$ cat src/rtl/rgb_mixer_multi_pkg.sv
// rtl/rgb_mixer_multi_pkg.sv - shared limits, defaults and level-step arithmetic for the RGB mixer
package rgb_mixer_multi_pkg;

    localparam int MAX_CH         = 8;
    localparam int SEL_W          = 3;
    localparam int DEF_NW         = 8;
    localparam int DEF_DEB_CYCLES = 4;

    typedef enum logic {
        DIR_UP   = 1'b0,
        DIR_DOWN = 1'b1
    } dir_e;

    // Wrap mode relies on 32-bit underflow followed by masking to nw bits.
    function automatic int unsigned next_level(input int unsigned lvl, input int unsigned step,
                                               input dir_e dir, input bit sat,
                                               input int unsigned nw);
        int unsigned max_lvl;
        int unsigned res;
        max_lvl = (32'd1 << nw) - 32'd1;
        if (dir == DIR_UP) begin
            res = lvl + step;
            if (sat && (res > max_lvl)) res = max_lvl;
        end else if (sat && (lvl < step)) begin
            res = 32'd0;
        end else begin
            res = lvl - step;
        end
        return res & max_lvl;
    endfunction

endpackage

$ cat src/rtl/rgb_mixer_multi_channel.sv
// rtl/rgb_mixer_multi_channel.sv - one encoder channel: sync, debounce, x1 decode, level and PWM compare
module rgb_mixer_multi_channel
    import rgb_mixer_multi_pkg::*;
#(
    parameter int NW         = DEF_NW,
    parameter int DEB_CYCLES = DEF_DEB_CYCLES,
    parameter int STEP       = 1,
    parameter int SATURATE   = 1
) (
    input  logic          clk,
    input  logic          rst_n,
    input  logic          active,
    input  logic          enc_a,
    input  logic          enc_b,
    input  logic          load,
    input  logic [NW-1:0] load_val,
    input  logic [NW-1:0] cnt,
    output logic [NW-1:0] level,
    output logic          pwm
);

    localparam int DW = (DEB_CYCLES > 1) ? $clog2(DEB_CYCLES) : 1;
    localparam logic [DW-1:0] DEB_LAST = DW'(DEB_CYCLES - 1);

    // Bit 0 carries phase A, bit 1 phase B throughout.
    logic [1:0]    meta;
    logic [1:0]    sync;
    logic [1:0]    stab;
    logic [DW-1:0] deb_cnt [2];
    logic          a_prev;
    logic          detent;
    logic [NW-1:0] stepped;

    assign detent  = stab[0] & ~a_prev;
    assign stepped = NW'(next_level(32'(level), STEP, stab[1] ? DIR_DOWN : DIR_UP,
                                    SATURATE != 0, NW));

    always_ff @(posedge clk or negedge rst_n) begin
        if (!rst_n) begin
            meta       <= '0;
            sync       <= '0;
            stab       <= '0;
            deb_cnt[0] <= '0;
            deb_cnt[1] <= '0;
            a_prev     <= 1'b0;
            level      <= '0;
            pwm        <= 1'b0;
        end else begin
            meta   <= {enc_b, enc_a};
            sync   <= meta;
            a_prev <= stab[0];
            for (int i = 0; i < 2; i++) begin
                if (sync[i] == stab[i]) begin
                    deb_cnt[i] <= '0;
                end else if (deb_cnt[i] == DEB_LAST) begin
                    stab[i]    <= sync[i];
                    deb_cnt[i] <= '0;
                end else begin
                    deb_cnt[i] <= deb_cnt[i] + DW'(1);
                end
            end
            // A load on the same edge as a detent overrides the step.
            if (active && load) begin
                level <= load_val;
            end else if (active && detent) begin
                level <= stepped;
            end
            pwm <= active && (cnt < level);
        end
    end

endmodule

$ cat src/rtl/rgb_mixer_multi.sv
// rtl/rgb_mixer_multi.sv - NUM_CH encoder-driven PWM levels with shared counter and LA-bus load
module rgb_mixer_multi
    import rgb_mixer_multi_pkg::*;
#(
    parameter int NUM_CH     = 3,
    parameter int NW         = DEF_NW,
    parameter int DEB_CYCLES = DEF_DEB_CYCLES,
    parameter int STEP       = 1,
    parameter int SATURATE   = 1
) (
    input  logic                 wb_clk_i,
    input  logic                 wb_rst_n_i,
    input  logic                 active,
    input  logic [NUM_CH-1:0]    enc_a_i,
    input  logic [NUM_CH-1:0]    enc_b_i,
    input  logic                 load_i,
    input  logic [SEL_W-1:0]     load_sel_i,
    input  logic [NW-1:0]        load_val_i,
    output logic [NUM_CH*NW-1:0] level_o,
    output logic [NUM_CH-1:0]    pwm_o
);

    logic [NW-1:0] cnt;

    if ((NUM_CH < 1) || (NUM_CH > MAX_CH)) begin : g_bad_num_ch
        $error("rgb_mixer_multi: NUM_CH must be 1..8");
    end

    always_ff @(posedge wb_clk_i or negedge wb_rst_n_i) begin
        if (!wb_rst_n_i) begin
            cnt <= '0;
        end else if (active) begin
            cnt <= cnt + NW'(1);
        end
    end

    // Select values at or above NUM_CH match no channel and fall away here.
    for (genvar c = 0; c < NUM_CH; c++) begin : g_ch
        logic hit;
        assign hit = load_i && (load_sel_i == SEL_W'(c));

        rgb_mixer_multi_channel #(
            .NW         (NW),
            .DEB_CYCLES (DEB_CYCLES),
            .STEP       (STEP),
            .SATURATE   (SATURATE)
        ) u_channel (
            .clk      (wb_clk_i),
            .rst_n    (wb_rst_n_i),
            .active   (active),
            .enc_a    (enc_a_i[c]),
            .enc_b    (enc_b_i[c]),
            .load     (hit),
            .load_val (load_val_i),
            .cnt      (cnt),
            .level    (level_o[c*NW +: NW]),
            .pwm      (pwm_o[c])
        );
    end

endmodule

$ cat config.mk
export PLATFORM = sky130hd
export DESIGN_NAME = rgb_mixer_multi
export DESIGN_NICKNAME = d
export VERILOG_FILES = /design/src/rtl/rgb_mixer_multi_pkg.sv /design/src/rtl/rgb_mixer_multi_channel.sv /design/src/rtl/rgb_mixer_multi.sv
export SDC_FILE = /design/constraint.sdc
export NUM_CORES = 1
export LEC_CHECK = 0
export CAP_MARGIN = 20
export CORE_MARGIN = 2
export CORE_UTILIZATION = 30
export DETAILED_ROUTE_END_ITERATION = 16
export GPL_TIMING_DRIVEN = 0
export PLACE_DENSITY = 0.55
export SYNTH_ARGS = -nofsm -noshare
export SYNTH_HDL_FRONTEND = slang
export SYNTH_SLANG_ARGS = --single-unit
$ cat constraint.sdc
create_clock -name wb_clk_i -period 7.8 [get_ports wb_clk_i]
set_clock_uncertainty 0.15 [all_clocks]
set_input_delay 1.17 -clock wb_clk_i [delete_from_list [all_inputs] [get_ports wb_clk_i]]
set_output_delay 1.17 -clock wb_clk_i [all_outputs]
set_load 0.01 [all_outputs]
# Yosys cells after proc, flatten, opt, wreduce, memory -nomap -nowiden
# Index checks and enable logic that the tools add are counted.
[totals]
register_bits = 68
inputBits = 21
output_inout_bits = 27
elab_cells = 128
[classes]
n_addsub = 13
magnitude_cmp = 9
n_eq_ne = 14
muxes = 30
n_bitwise = 12
reduce_logical = 22
[op_table]
columns = ["op", "n"]
rows = [
  ["$mux 8", 15],
  ["$add 8x1->9 const B", 3],
  ["$gt 9x8->1 const B", 3],
  ["$lt 8x1->1 const B", 3],
  ["$lt 8x8->1", 3],
  ["$mux 2", 12],
  ["$sub 8x1->8 const B", 3],
  ["$add 2x1->2 const B", 6],
  ["$eq 2x2->1 const B", 6],
  ["$logic_and 1x1->1", 12],
  ["$reduce_and 2->1", 6],
  ["$not 1->1", 9],
  ["$add 8x1->8 const B", 1],
  ["$eq 1x1->1", 6],
  ["$reduce_bool 2->1", 3],
  ["$and 1x1->1", 3],
  ["$eq 3x1->1 const B", 1],
  ["$eq 3x2->1 const B", 1],
  ["$logic_not 3->1", 1],
  ["$mux 1", 3],
]

# Logic depth before layout (Yosys ltp)
[depth]
word_depth = 6
depth_mapped = 8

# Modules after synthesis
# Synthesis repeated with hierarchy kept, for this count alone.
[unflattened]
hier_cells = 459
area_unflattened_um2 = 4405.5
[by_module_without_submodules]
columns = ["mod", "n_inst", "cells_each", "area_each_um2"]
rows = [
  ["rgb_mixer_multi_channel (g_ch[0].u_channel ...)", 2, 145, 1353.8],
  ["rgb_mixer_multi_channel (g_ch[1].u_channel)", 1, 140, 1332.5],
  ["rgb_mixer_multi", 1, 29, 365.4],
]

# Least setup slack after synthesis
# OpenSTA, ideal clock, no wires.
[synth_timing]
kind = "input port to flip-flop"
startpoint = "input active"
endpoint = "register g_ch[2].u_channel.level[2]"
setup_ps = 104
arrival_ps = 2345
t_required_ps = 7546
setup_slack_ps = 5201
stages = 6
cell_sequence = "buf_1 -> nand2_1 -> nor2_1 -> clkbuf_1 -> a22oi_1 -> a221oi_1"
[synth_between]
elab_chain_cells = 2
word_cells_on_any_way = 4
[synth_rtl]
columns = ["element", "line", "rtl"]
rows = [
  ["from (decl)", "rgb_mixer_multi.sv:13", "input logic active,"],
  ["$logic_and 1x1->1 (on tied branches)", "rgb_mixer_multi_channel.sv:63, rgb_mixer_multi_channel.sv:65", ""],
  ["$mux 8 / $reduce_bool 2->1 (equally long branches)", "--", ""],
  ["to (signal assigned)", "rgb_mixer_multi_channel.sv:64", "level <= load_val;"],
  ["to (signal assigned)", "rgb_mixer_multi_channel.sv:66", "level <= stepped;"],
  ["to (decl)", "rgb_mixer_multi_channel.sv:18", "output logic [NW-1:0] level,"],
]
# Parallel ways exist; a longest one is shown, timed or not.
# A chain may end at the register's enable or synchronous reset.

# Final worst setup path
# Same ends and word-level chain as after synthesis.

==> results.json <==
{
  "final_nets": 628,
  "rsz0062_at_grt": "false",
  "synthArstFlopShare": 1.00,
  "cts_tree": "yes",
  "cts_sinks": 68,
  "wire_per_inst_um": 16.7,
  "period_minus_slack_ns": 3.44,
  "area.sequential_mm2": 0.00170,
  "start_util": 0.304,
  "area_growth_syn_to_layout_pct": 21.6,
  "hp-class": "flip-flop to flip-flop",
  "n_fill_cell": 1560,
  "cp_cell_sequence": "clkdlybuf4s50_1, buf_1, nand2_1, nor2_1, clkbuf_1, a22oi_1, a221oi_1",
  "final_cells": 763,
  "synthFlopType": "dfrtp_1",
  "cts_resized": 0,
  "synthCells": 512,
  "wirelength_mm": 12.7,
  "cts_hold_buf": 0,
  "fin_util": 0.369,
  "die_w_um": 128,
  "slew_headroom": 0.415,
  "maxCapViolations": 0,
  "clk_latency_ns": 0.34,
  "whs_ns": 0.195,
  "slew_viol_final": 0,
  "finalPower_uw": 2110,
  "finalSetupViolations": 0,
  "finalCritPeriodShare": 0.441,
  "antenna_found_initial": 0,
  "ys_seq_area_frac": 0.371,
  "diodes": 0,
  "hold_viol": 0,
  "yosys.cell_types.count": 62,
  "p_per_area_mw_per_mm2": 379,
  "core_area_mm2": 0.0151,
  "syn-num-nets": 570,
  "synth-seq-cells": 68,
  "timing.fmax_mhz": 291,
  "rows": 45,
  "grt.total_usage": 0.164,
  "worst_ep_arrival_time_ns": 3.51,
  "grt_max_degree": 69,
  "first_global_vias": 4054,
  "drtIter0Drc": 296,
  "worstPathRequired_ns": 7.87,
  "worstPathMaxFanout": 10,
  "htree_levels": 3,
  "ir_drop_uv": 131,
  "viasPerCell": 5.33,
  "cts-root-buf": "clkbuf_16",
  "avgSynthCellArea_um2": 8.95,
  "numCtsBuffers": 9,
  "cts_setup_buffers": 0,
  "critPathBufInv": 3,
  "synth_edf_count": 0,
  "clk_path_buf_depth": 2,
  "setup.worst_path.end_class": "flip-flop",
  "die_h_um": 128,
  "remaining_drc_errors": 0,
  "place_congestion": 0.876,
  "clkTransAtPathRegs_ns": 0.05,
  "worst_pin_slew_ns": 0.878,
  "dp.cells": 747,
  "grt_pass1_wl_mm": 21.0,
  "ant_nets": 0,
  "vias": 4070,
  "fin_tns_setup_ns": 0,
  "die_area_mm2": 0.0163,
  "slowest_delay_ns": 0.61,
  "leakagePower_uw": 0.00232,
  "dr.pass1.iters": 6,
  "io_buffers": 47,
  "critPathLaunchType": "input pin",
  "path_class": "input pin to flip-flop",
  "hpwl_mm": 9.61,
  "netlist_area_mm2": 0.00458,
  "status": "complete, no violations",
  "cp_slowest_cell": "clkdlybuf4s50_1",
  "ioPinCount": 48,
  "ys.warnings.count": 0,
  "grt-ovfl-total": 0,
  "multi_input_area_mm2": 0.00262,
  "critical-path-top-delay-family": "buffers and inverters",
  "drive_gt1_frac": 0.0835
}
-- metrics by stage --
step,setup slack [ns],area (um^2)
global route,4.16,5570
CTS,4.35,5570
global placement,2.98,5290
detailed placement,4.02,5290
floorplan,5.20,4580
finish,4.36,5570
-- cell type report --
type                    count  share of cell area
flip-flops and latches     68               0.305
inverters                  32              0.0216
multi-input cells         383               0.471
well taps                 188              0.0422
clock inverters             5             0.00943
clock buffers              11              0.0418
plain buffers              29              0.0247
repair buffers             47              0.0840
-- report_power, final --
part           total [uW]  switching (uW)  internal, uW
Clock                 395             149           246
Combinational        1080             595           481
Sequential            641             162           479
-- path summary, 6_finish.rpt --
kind / start / end / slack, ns / cells past startpoint
hold / removal: g_ch[2].u_channel.meta[0]$_DFF_PN0_ / g_ch[2].u_channel.sync[0]$_DFF_PN0_ / 0.20 / 0
min in group asynchronous: wb_rst_n_i / g_ch[0].u_channel.meta[0]$_DFF_PN0_ / 0.79 / 1
hold reg to reg: g_ch[2].u_channel.meta[0]$_DFF_PN0_ / g_ch[2].u_channel.sync[0]$_DFF_PN0_ / 0.20 / 0
setup reg to reg: g_ch[1].u_channel.level[0]$_DFFE_PN0P_ / g_ch[1].u_channel.level[3]$_DFFE_PN0P_ / 4.94 / 8
setup / recovery: active / g_ch[2].u_channel.level[2]$_DFFE_PN0P_ / 4.36 / 7
max in group asynchronous: wb_rst_n_i / g_ch[2].u_channel.level[3]$_DFFE_PN0P_ / 6.12 / 1
-- cells by family after synthesis --
logic type | synth area share
DFF | 0.371
AOI/OAI and AO/OA | 0.224
and+or+nand+nor | 0.185
buffers and inverters | 0.0563
xor gates and xnor gates | 0.0478
muxes | 0.0145
adders and majority gates | 0.101
-- cell usage in the layout, fill, tap and decap left out, types with 5 or more instances in the layout --
master and count:
buf_2 8, a21o_1 9, clkbuf_16 9, nor3_1 18, o21ai_0 30, xnor2_1 22, or2_2 5, a21oi_1 21
clkdlybuf4s50_1 46, nand4_1 10, inv_1 31, a31oi_1 12, o211ai_1 5, and3_1 5, dfrtp_1 68, nor2b_1 8
a211oi_1 8, o31ai_1 7, nand2b_1 5, mux2_2 5, o21ai_1 16, nand3_1 22, ha_1 37, or3_1 5
clkbuf_1 18, nor2_1 33, nand2_1 39
-- registers in the layout (all words and copies together), names as in the netlist --
register	count
g_ch.u_channel.meta	6
g_ch.u_channel.a_prev	3
g_ch.u_channel.level	24
g_ch.u_channel.stab	6
g_ch.u_channel.sync	6
g_ch.u_channel.deb_cnt	12
cnt	8
g_ch.u_channel.pwm	3
-- layer usage --
metal | part of all wire | vias up | wire length [um] | track usage
met5 | 0 | - | 0 | 0
met4 | 0.027 | 0 | 338 | 0.0724
met3 | 0.048 | 25 | 614 | 0.0335
met2 | 0.46 | 119 | 5880 | 0.258
met1 | 0.46 | 1944 | 5920 | 0.217
li1 | - | 1982 | - | -
-- cell usage after synthesis (7+ instances only) --
cell type,count,area [um^2]
o21ai_1,16,80.1
dfrtp_1,68,1700
nor2_1,33,124
o21ai_0,30,150
inv_1,31,116
nor3_1,18,90.1
ha_1,37,463
o31ai_1,7,52.6
a21oi_1,21,105
buf_2,8,40.0
xnor2_1,22,193
a211oi_1,8,60.1
nand3_1,22,110
a31oi_1,12,75.1
nand2_1,39,146
clkbuf_1,16,60.1
a21o_1,9,67.6
nand4_1,10,62.6
nor2b_1,8,50.1
(Power assumes the default switching activity.)
==> edit (same settings) <==
`SATURATE` is set to 1 in 2 places; all go to 0.
--- a/src/rtl/rgb_mixer_multi_channel.sv
+++ b/src/rtl/rgb_mixer_multi_channel.sv
@@ -5,7 +5,7 @@
     parameter int NW         = DEF_NW,
     parameter int DEB_CYCLES = DEF_DEB_CYCLES,
     parameter int STEP       = 1,
-    parameter int SATURATE   = 1
+    parameter int SATURATE   = 0
 ) (
     input  logic          clk,
     input  logic          rst_n,
--- a/src/rtl/rgb_mixer_multi.sv
+++ b/src/rtl/rgb_mixer_multi.sv
@@ -6,7 +6,7 @@
     parameter int NW         = DEF_NW,
     parameter int DEB_CYCLES = DEF_DEB_CYCLES,
     parameter int STEP       = 1,
-    parameter int SATURATE   = 1
+    parameter int SATURATE   = 0
 ) (
     input  logic                 wb_clk_i,
     input  logic                 wb_rst_n_i,
Function: changed (Yosys sat finds a counterexample within 10 cycles, from zero or initial values and one cycle with wb_rst_n_i low).
==> edit against the unedited design <==
  * Non-clock buffer count is 19 lower
  * Count of clock-buffer cells in the layout is 2 lower
  * Core utilization is 1.0 points higher
  * Wire length is 27% lower
  * Power is 1.4% higher
  * Setup slack better by 550 ps
  * First-iteration DRC count is 39% lower
  * Sequential cell count stayed put
  * Sequential share of layout area is 3.6 points higher
  * Clock power is 4% higher
  * Area after synthesis is 13% lower
  * Cell area is 10% lower
  * Register-to-register slack better by 610 ps
  * Critical endpoint is now g_ch[1].u_channel.level[4]
  * Largest cell class unchanged
  * Largest power group unchanged
==> edit: results (changes against the unedited design) <==
stage;metric;value;unit;change
layout;nets@finish;540;;-14%
place;dpl cell area;4684;um2;-11%
global_route;first-pass GRT wire length;15610;um;-26%
global_route;global-route usage over all layers;14.17;%;-2.2 points
layout;area grow syn2layout;24.77;%;
layout;area of the multi-input gates;2117;um2;-19%
setup_path;Reg2Reg Depth;7;;-1
layout;fillcell total;1367;;-12%
pwr;sequential power share;30.6;%;+0.2 points
synthesis;Synth top cells by count;68 x dfrtp_1, 46 x ha_1, 43 x nor2_1;;
global_route;number of global-route vias before repair;3167;;-22%
synthesis;XOR/XNOR Fraction of Synth Area;5.479;%;+0.70 points
global_route;met1 Use GR;17.99;%;-3.7 points
synthesis;complex-gate fraction of the synthesized area;14.75;%;-7.7 points
drt;DRT Wirelength;9299;um;-27%
synthesis;Mapped Cells;412;;-20%
synthesis;Yosys cell types;43;;-31%
synthesis;multiplexer share of the synthesized area;1.628;%;+0.18 points
drt;Initial DRC Count;180;;-39%
drt;WL met3;396;um;-36%
layout;non-clk buf share;10.54;%;-0.33 points
setup_path;worst reg-to-reg setup slack;5550;ps;+610 ps
setup_path;max incr delay on CP;560;ps;-50 ps
synthesis;sequential fraction of the synthesis area;42.58;%;+5.4 points
run_status;status;complete, no violations;;
drt;vias per inst;4.753;;-11%
place;dpl ws;4544;ps;+527.8 ps
pwr;Total Power;2.141;mW;+1.4%
pwr;VDD IR-drop max;0.0001401;V;+7.1%
edit: cell count changes after synthesis, moves of 5 or more:
| cell | change |
|---|---|
| nand3_1 | -18 |
| o21ai_1 | -16 |
| a21o_1 | -8 |
| ha_1 | +9 |
| nand4_1 | -7 |
| nor2_1 | +10 |
| nand2_1 | -16 |
| nor2b_1 | +11 |
| clkbuf_1 | -12 |
| o31ai_1 | -7 |
| buf_2 | -7 |
| nor3_1 | -5 |
edit: path summary, 6_finish.rpt:
| path | startpoint | end |
|---|---|---|
| hold reg to reg | g_ch[0].u_channel.meta[1] | g_ch[0].u_channel.sync[1] |
| setup reg to reg | g_ch[0].u_channel.stab[1] | g_ch[0].u_channel.level[7] |
| min in group asynchronous | wb_rst_n_i | cnt[6] |
| max in group asynchronous | wb_rst_n_i | g_ch[0].u_channel.a_prev |
| setup / recovery | active | g_ch[1].u_channel.level[4] |
| hold / removal | g_ch[0].u_channel.meta[1] | g_ch[0].u_channel.sync[1] |
